<file path="src/rtl/riv_rdy_vld_multi_sink.sv">
// Multi-channel ready/valid sink: programmable backpressure, protocol checks and beat counters.
// Optional per-channel data signature enabled by defining RIV_RDY_VLD_MULTI_SINK_SIGNATURE_EN.
module riv_rdy_vld_multi_sink #(
    parameter int unsigned NUM_CH     = 4,
    parameter int unsigned DATA_WIDTH = 64,
    parameter int unsigned CNT_WIDTH  = 32,
    parameter logic [15:0] LFSR_SEED  = 16'hACE1
) (
    input  logic                           clk,
    input  logic                           rst,
    input  logic [1:0]                     cfg_mode,
    input  logic [7:0]                     cfg_period,
    input  logic [7:0]                     cfg_duty,
    input  logic [DATA_WIDTH-1:0]          data_mask,
    input  logic                           clr,
    input  logic [NUM_CH-1:0]              s_valid,
    output logic [NUM_CH-1:0]              s_ready,
    input  logic [NUM_CH*DATA_WIDTH-1:0]   s_data,
    output logic [NUM_CH*CNT_WIDTH-1:0]    beat_cnt,
    output logic [NUM_CH-1:0]              err_drop,
    output logic [NUM_CH-1:0]              err_change
`ifdef RIV_RDY_VLD_MULTI_SINK_SIGNATURE_EN
    ,
    output logic [NUM_CH*DATA_WIDTH-1:0]   signature
`endif
);

    typedef enum logic [1:0] {
        MODE_ALWAYS   = 2'd0,
        MODE_NEVER    = 2'd1,
        MODE_PERIODIC = 2'd2,
        MODE_RANDOM   = 2'd3
    } mode_e;

    mode_e      w_mode;
    logic [7:0] w_period;

    assign w_mode   = mode_e'(cfg_mode);
    assign w_period = (cfg_period == 8'd0) ? 8'd1 : cfg_period;

    // A beat transfers on a cycle where s_valid[c] and the registered s_ready[c] are both high.
    // Once a source raises valid without ready it must hold valid and masked data until the transfer.
    for (genvar c = 0; c < NUM_CH; c++) begin : g_ch
        localparam logic [15:0] SEED_RAW = LFSR_SEED ^ 16'(c);
        localparam logic [15:0] SEED     = (SEED_RAW == 16'h0000) ? 16'h0001 : SEED_RAW;

        logic [DATA_WIDTH-1:0] w_data;
        logic [DATA_WIDTH-1:0] w_masked;
        logic                  w_hs;
        logic                  w_stall;
        logic                  w_drop;
        logic                  w_change;
        logic                  w_rdy_nxt;
        logic                  w_fb;
        logic [7:0]            w_phase_nxt;
        logic [CNT_WIDTH-1:0]  w_cnt_nxt;

        logic [15:0]           r_lfsr;
        logic [7:0]            r_phase;
        logic                  r_ready;
        logic                  r_pending;
        logic [DATA_WIDTH-1:0] r_held;
        logic [CNT_WIDTH-1:0]  r_cnt;
        logic                  r_drop;
        logic                  r_change;

        assign w_data   = s_data[c*DATA_WIDTH +: DATA_WIDTH];
        assign w_masked = w_data & data_mask;
        assign w_hs     = s_valid[c] & r_ready;
        assign w_stall  = s_valid[c] & ~r_ready;
        assign w_drop   = r_pending & ~s_valid[c];
        assign w_change = r_pending & s_valid[c] & (((w_data ^ r_held) & data_mask) != '0);

        // Right-shifting Fibonacci LFSR, taps 16,14,13,11.
        assign w_fb = r_lfsr[0] ^ r_lfsr[2] ^ r_lfsr[3] ^ r_lfsr[5];

        // Also catches a phase left beyond a newly shrunk period.
        assign w_phase_nxt = (r_phase >= (w_period - 8'd1)) ? 8'd0 : (r_phase + 8'd1);

        assign w_cnt_nxt = (r_cnt == '1) ? r_cnt : (r_cnt + CNT_WIDTH'(1));

        always_comb begin
            w_rdy_nxt = 1'b0;
            case (w_mode)
                MODE_ALWAYS:   w_rdy_nxt = 1'b1;
                MODE_NEVER:    w_rdy_nxt = 1'b0;
                MODE_PERIODIC: w_rdy_nxt = (r_phase < cfg_duty);
                MODE_RANDOM:   w_rdy_nxt = r_lfsr[0];
                default:       w_rdy_nxt = 1'b0;
            endcase
        end

        // Pattern generators free-run in every mode so mode switches need no restart.
        always_ff @(posedge clk or posedge rst) begin
            if (rst) begin
                r_lfsr  <= SEED;
                r_phase <= 8'd0;
                r_ready <= 1'b0;
            end else begin
                r_lfsr  <= {w_fb, r_lfsr[15:1]};
                r_phase <= w_phase_nxt;
                r_ready <= w_rdy_nxt;
            end
        end

        always_ff @(posedge clk or posedge rst) begin
            if (rst) begin
                r_pending <= 1'b0;
                r_held    <= '0;
            end else begin
                r_pending <= w_stall;
                if (w_stall && !r_pending) begin
                    r_held <= w_masked;
                end
            end
        end

        always_ff @(posedge clk or posedge rst) begin
            if (rst) begin
                r_cnt    <= '0;
                r_drop   <= 1'b0;
                r_change <= 1'b0;
            end else if (clr) begin
                r_cnt    <= '0;
                r_drop   <= 1'b0;
                r_change <= 1'b0;
            end else begin
                if (w_hs) begin
                    r_cnt <= w_cnt_nxt;
                end
                if (w_drop) begin
                    r_drop <= 1'b1;
                end
                if (w_change) begin
                    r_change <= 1'b1;
                end
            end
        end

        assign s_ready[c]                           = r_ready;
        assign beat_cnt[c*CNT_WIDTH +: CNT_WIDTH]   = r_cnt;
        assign err_drop[c]                          = r_drop;
        assign err_change[c]                        = r_change;

`ifdef RIV_RDY_VLD_MULTI_SINK_SIGNATURE_EN
        logic [DATA_WIDTH-1:0] r_sig;

        always_ff @(posedge clk or posedge rst) begin
            if (rst) begin
                r_sig <= '0;
            end else if (clr) begin
                r_sig <= '0;
            end else if (w_hs) begin
                r_sig <= {r_sig[DATA_WIDTH-2:0], r_sig[DATA_WIDTH-1]} ^ w_masked;
            end
        end

        assign signature[c*DATA_WIDTH +: DATA_WIDTH] = r_sig;
`endif
    end

endmodule

</file>
<file path="config.mk">
export PLATFORM = sky130hd
export DESIGN_NAME = riv_rdy_vld_multi_sink
export DESIGN_NICKNAME = d
export VERILOG_FILES = /design/src/rtl/riv_rdy_vld_multi_sink.sv
export SDC_FILE = /design/constraint.sdc
export NUM_CORES = 2
export LEC_CHECK = 0
export BUFFER_PORTS_ARGS = -buffer_cell sky130_fd_sc_hd__buf_2
export CAP_MARGIN = 5
export CELL_PAD_IN_SITES_DETAIL_PLACEMENT = 1
export CELL_PAD_IN_SITES_GLOBAL_PLACEMENT = 1
export CORE_MARGIN = 8
export CORE_UTILIZATION = 40
export CTS_BUF_LIST = sky130_fd_sc_hd__clkbuf_8
export DETAILED_ROUTE_END_ITERATION = 10
export HOLD_SLACK_MARGIN = 0.12
export PLACE_DENSITY_LB_ADDON = 0.12
export REMOVE_ABC_BUFFERS = 1
export SLEW_MARGIN = 5
export SYNTH_ARGS = -nofsm -noshare
export SYNTH_HDL_FRONTEND = slang
export SYNTH_SLANG_ARGS = --single-unit
</file>
<file path="constraint.sdc">
create_clock -name clk -period 14.4 [get_ports clk]
set_input_delay 1.44 -clock clk [delete_from_list [all_inputs] [get_ports clk]]
set_output_delay 1.44 -clock clk [all_outputs]
set_load 0.01 [all_outputs]
</file>
Word level (Yosys, flattened, before mapping) --
Index checks and enable logic that the tools add are counted.
Storage, ports and cells: flip-flop bits (word level) 496, latch bits 0, memory bits (writable) 0, bits in read-only memories 0, input port bits 345, output and inout port bits 140, logic and storage cells 179, memories kept 0
Operators by class: $add $sub $neg 9, multipliers 0, divide/modulo/power cells 0, order comparisons 8, equality and inequality tests 11, shift-type cells 0, muxes and demuxes 37, bitwise gates (word level) 52, reductions and logical operators 30
Operator list (count):
- $and A64 B64 Y64 | 8
- $mux W32 | 12
- $reduce_bool A64 Y1 | 4
- $xor A64 B64 Y64 | 4
- $add A32 B1 Y32 const B | 4
- $eq A32 B32 Y1 const B | 4
- $mux W8 | 5
- $add A8 B1 Y8 const B | 4
- $ge A8 B8 Y1 | 4
- $lt A8 B8 Y1 | 4
- $reduce_bool A2 Y1 | 12
- $and A1 B1 Y1 | 20
- $mux W1 | 16
- $pmux W1 S4 | 4
- $xor A1 B1 Y1 | 12
- $logic_not A8 Y1 | 1
- $ne A2 B2 Y1 const B | 4
- $not A1 Y1 | 8
- $reduce_and A2 Y1 | 4
- $sub A8 B1 Y8 const B | 1
- $eq A2 B2 Y1 const B | 2
- $logic_and A1 B1 Y1 | 4
- $logic_not A1 Y1 | 4
- $eq A2 B1 Y1 const B | 1
- $logic_not A2 Y1 | 1

Logic depth before layout (Yosys ltp) --
word-level depth 6, depth in mapped cells 12, gate-level depth less buffers 12

Least setup slack after synthesis --
OpenSTA, ideal clock, no wires.
path type input to register, start input port cfg_period[3], end register g_ch[0].r_phase[0], setup time 0.094 ns, arrival time 3.818 ns, data required time 14.306 ns, slack 10.488 ns, stages 12, buffers on the path 0, cell sequence nor3_1 -> nand2b_1 -> nor2_1 -> a21oi_1 -> ha_1 -> nor3b_1 -> xnor2_1 -> ha_1 -> a21oi_1 -> o21ai_0 -> maj3_1 -> a211oi_1
On the way: longest elaborated chain between the ends 5
RTL lines:
- from (decl) | line 12 | input logic [7:0] cfg_period,
- $logic_not A8 Y1 | line 39 | assign w_period = (cfg_period == 8'd0) ? 8'd1 : cfg_period;
- $mux W8 * | line 39
- $sub A8 B1 Y8 * | line 78 | assign w_phase_nxt = (r_phase >= (w_period - 8'd1)) ? 8'd0 : (r_phase + 8'd1);
- $ge A8 B8 Y1 * | line 78
- $mux W8 * | line 78
- via g_ch[0].w_phase_nxt[0] | line 55 | logic [7:0] w_phase_nxt;
- to (signal assigned) | line 101 | r_phase <= w_phase_nxt;
- to (decl) | line 59 | logic [7:0] r_phase;
The timed path passes the listed nets; every way through them passes the cells marked *. A chain may end at the register's enable or synchronous reset.

Final worst setup path --
start input port cfg_period[3], end register g_ch[0].r_phase[5]
Same word-level chain as after synthesis.

==> results.md <==
- Status: finished clean
- Total Power: 4.04 mW
- Startpoint types: input port
- CP arrival: 4720 ps
- Post-synthesis cell count: 2702
- Max cap viols: 0
- Vias in the first global route: 22958
- Die footprint: 0.0716 mm²
- DR vias: 21418
- Most frequent cells in the layout: nand2_1 (580), buf_2 (483), dfrtp_1 (464)
- Async S/R FF share, synth: 100%
- Post-Route Skew: 20.8 ps
- Commonest non-fill, non-tap cell in the layout: nand2_1
- Layout filler cell count: 7386
- Vias per cell: 5.25
- Post-Layout Inst Area: 0.0301 mm²
- # nets final: 3537
- Worst-case clock buffer depth: 3
- DR iter-0 viols: 969
- Final Hold Fails: 0
- Grt met2 use: 39.0%
- H-Tree Level Count: 3
- Die Y: 268 µm
- DRC Markers: 0
- Fin. max-slew vios: 0
- Yosys reg bits: 496
- Min-delay worst type: flip-flop to flip-flop
- FP Rows: 92
- Dominant cells by area after synthesis: dfrtp_1 (46%), xor2_1 (12%), nand2_1 (8.6%), o21ai_0 (5.6%), a22oi_1 (3.8%)
- Detail Route Antenna Nets: 0
- Post-layout minimum cycle time: 4170 ps
- Die width: 268 µm
- Tightest Pin Transition: 1050 ps
- Yosys warns: 0
- Area after DPL: 0.0282 mm²
- Final worst-path cycle share: 29.0%
- Req. time, crit path: 14950 ps
- Share of the yosys chip area belonging to registers: 49.2%
- Area delta synth->final: 19.0%
- Post-Route WL: 85100 µm
- RSZ-0062 raised after global routing: no
- Total Routing Usage GR: 23.3%
- Grt peak-use layer: met2
- Met1 usage in global routing: 28.3%
- EDFF count, synth: 0
- WS Path Type: input port to flip-flop
- Initial Util: 40.3%
- Clock Latency Late Sink: 680 ps
- First-pass GRT wire length: 131000 µm
- CTS Hold Buffers Added: 0
- Mean post-synth cell area: 9.37 µm²
- PwrDens: 134 mW/mm²
- Worst vdd ir: 0.0843 mV
- Reg clk slew, reported paths: 60 ps
- Area share of the largest cell type after synthesis: 45.9%
- Final hold slack: 332 ps
- Mapped cell area: 0.0253 mm²
- # resized after CTS: 0
- Max-slew headroom: 29.6%
- Post-CTS Setup Bufs: 0
- Ratio of cells with drive above 1 in the final layout: 21.0%
- Crit path capture type: flip-flop
- Crit Path Max Fanout: 8
- CTS buffer count: 88
- Avg WL per Cell: 20.9 µm
- Initial DRT Pass Iterations: 5
- Clock Tree Root: clkbuf_8
- Distinct cell type count after synthesis: 54
- Dpl hpwl: 64300 µm
- CTS tree: built
- Final-report setup violation count: 0
- CORE AREA: 0.0629 mm²
- # port buffers: 484
- Maximum number of pins on one net before global-route repair: 158
- Cell taking the most area after synthesis: dfrtp_1
- P_leak: 15.0 nW
- Final Wtd Congestion: 0.853
- Synth Flop Type: dfrtp_1
- Grt ovf: 0
- Fmax achieved: 240 MHz
- Clock sink count: 496
- IO Pins: 485
- Initial antenna violation count: 61
- GRT met3 Usage: 6.32%
- Finished Core Util: 47.9%
-- worst paths after layout --
path                                       to              start  depth (start not counted)  slack (ps)
min in group asynchronous  g_ch[1].r_held[44]                rst                          2         900
max in group asynchronous   g_ch[3].r_cnt[15]                rst                          4       11060
min reg2reg                 g_ch[0].r_lfsr[8]  g_ch[0].r_lfsr[9]                          0         330
min                         g_ch[0].r_lfsr[8]  g_ch[0].r_lfsr[9]                          0         330
max                        g_ch[0].r_phase[5]      cfg_period[3]                         13       10230
max reg2reg                 g_ch[2].r_cnt[27]  g_ch[2].r_cnt[16]                          6       11640
-- per-stage QoR --
| stage | TNS (ps) | cells | setup WS (ps) |
|---|---|---|---|
| after detailed placement | 0 | 3883 | 9520 |
| after global routing | 0 | 4067 | 10070 |
| final | 0 | 4079 | 10230 |
| after global placement | 0 | 3883 | 9940 |
| after CTS | 0 | 4039 | 10290 |
| after floorplan | -386630 | 2544 | -833 |
-- power breakdown --
part / internal, mW / switching, mW / total [mW]
combinational: 0.372 / 0.512 / 0.885
sequential: 1.63 / 0.204 / 1.83
clock: 0.711 / 0.613 / 1.32
-- per-layer routing --
metal | part of all wire, % | vias up
li1 | - | 10116
met3 | 5.8 | 198
met5 | 0.30 | -
met1 | 42 | 10624
met2 | 49 | 440
met4 | 3.4 | 40
-- synthesized netlist by cell type (4+ instances only) --
cell type	instances
a211oi_1	19
a21o_1	17
a21oi_1	59
a22oi_1	128
a31oi_1	5
and2_1	6
and3_1	31
and4_1	13
buf_1	35
buf_4	12
clkbuf_1	108
dfrtp_1	464
dfstp_2	32
ha_1	65
inv_1	29
maj3_1	4
mux2i_1	5
nand2_1	580
nand2b_1	9
nand3_1	66
nand3b_1	6
nand4_1	82
nor2_1	142
nor2b_1	5
nor3_1	20
nor4_1	14
o211ai_1	8
o21ai_0	282
o21ba_2	4
or3_1	19
xnor2_1	48
xor2_1	353
-- cell families after synthesis --
kind of cell / count (synthesis) / share of synthesized area (%)
xor+xnor: 401 / 13.9
flops: 496 / 49.2
fa+ha+maj: 69 / 3.37
simple gates: 1011 / 17.8
compound gates: 533 / 12.5
mux: 5 / 0.198
buf+inv: 187 / 3.01
-- worst max-delay path, cell delays in order --
cell	delay (ps)
buf_2	130
nor3_1	290
nand2b_1	130
nor2_1	170
a21oi_1	190
ha_1	270
nor3b_1	170
xnor2_1	510
ha_1	370
a21oi_1	150
o21ai_0	100
maj3_1	490
a211oi_1	320
-- area by class of cell --
class	count	area (µm²)	area share, %
sequential	496	12500	41.3
timing repair buffer	493	2500	8.31
clock inverter	42	210	0.698
multi-input combinational	2019	12100	40.2
tap	846	1060	3.51
inverter	29	116	0.386
clock buffer	114	1570	5.21
antenna	40	100	0.332
-- sequential cells by signal (all words and copies together), names as in the netlist --
register,cells
g_ch.r_pending,4
g_ch.r_ready,4
g_ch.r_change,4
g_ch.r_held,256
g_ch.r_cnt,128
g_ch.r_phase,32
g_ch.r_lfsr,64
g_ch.r_drop,4
Note: power is estimated with default switching activity, not from simulation.
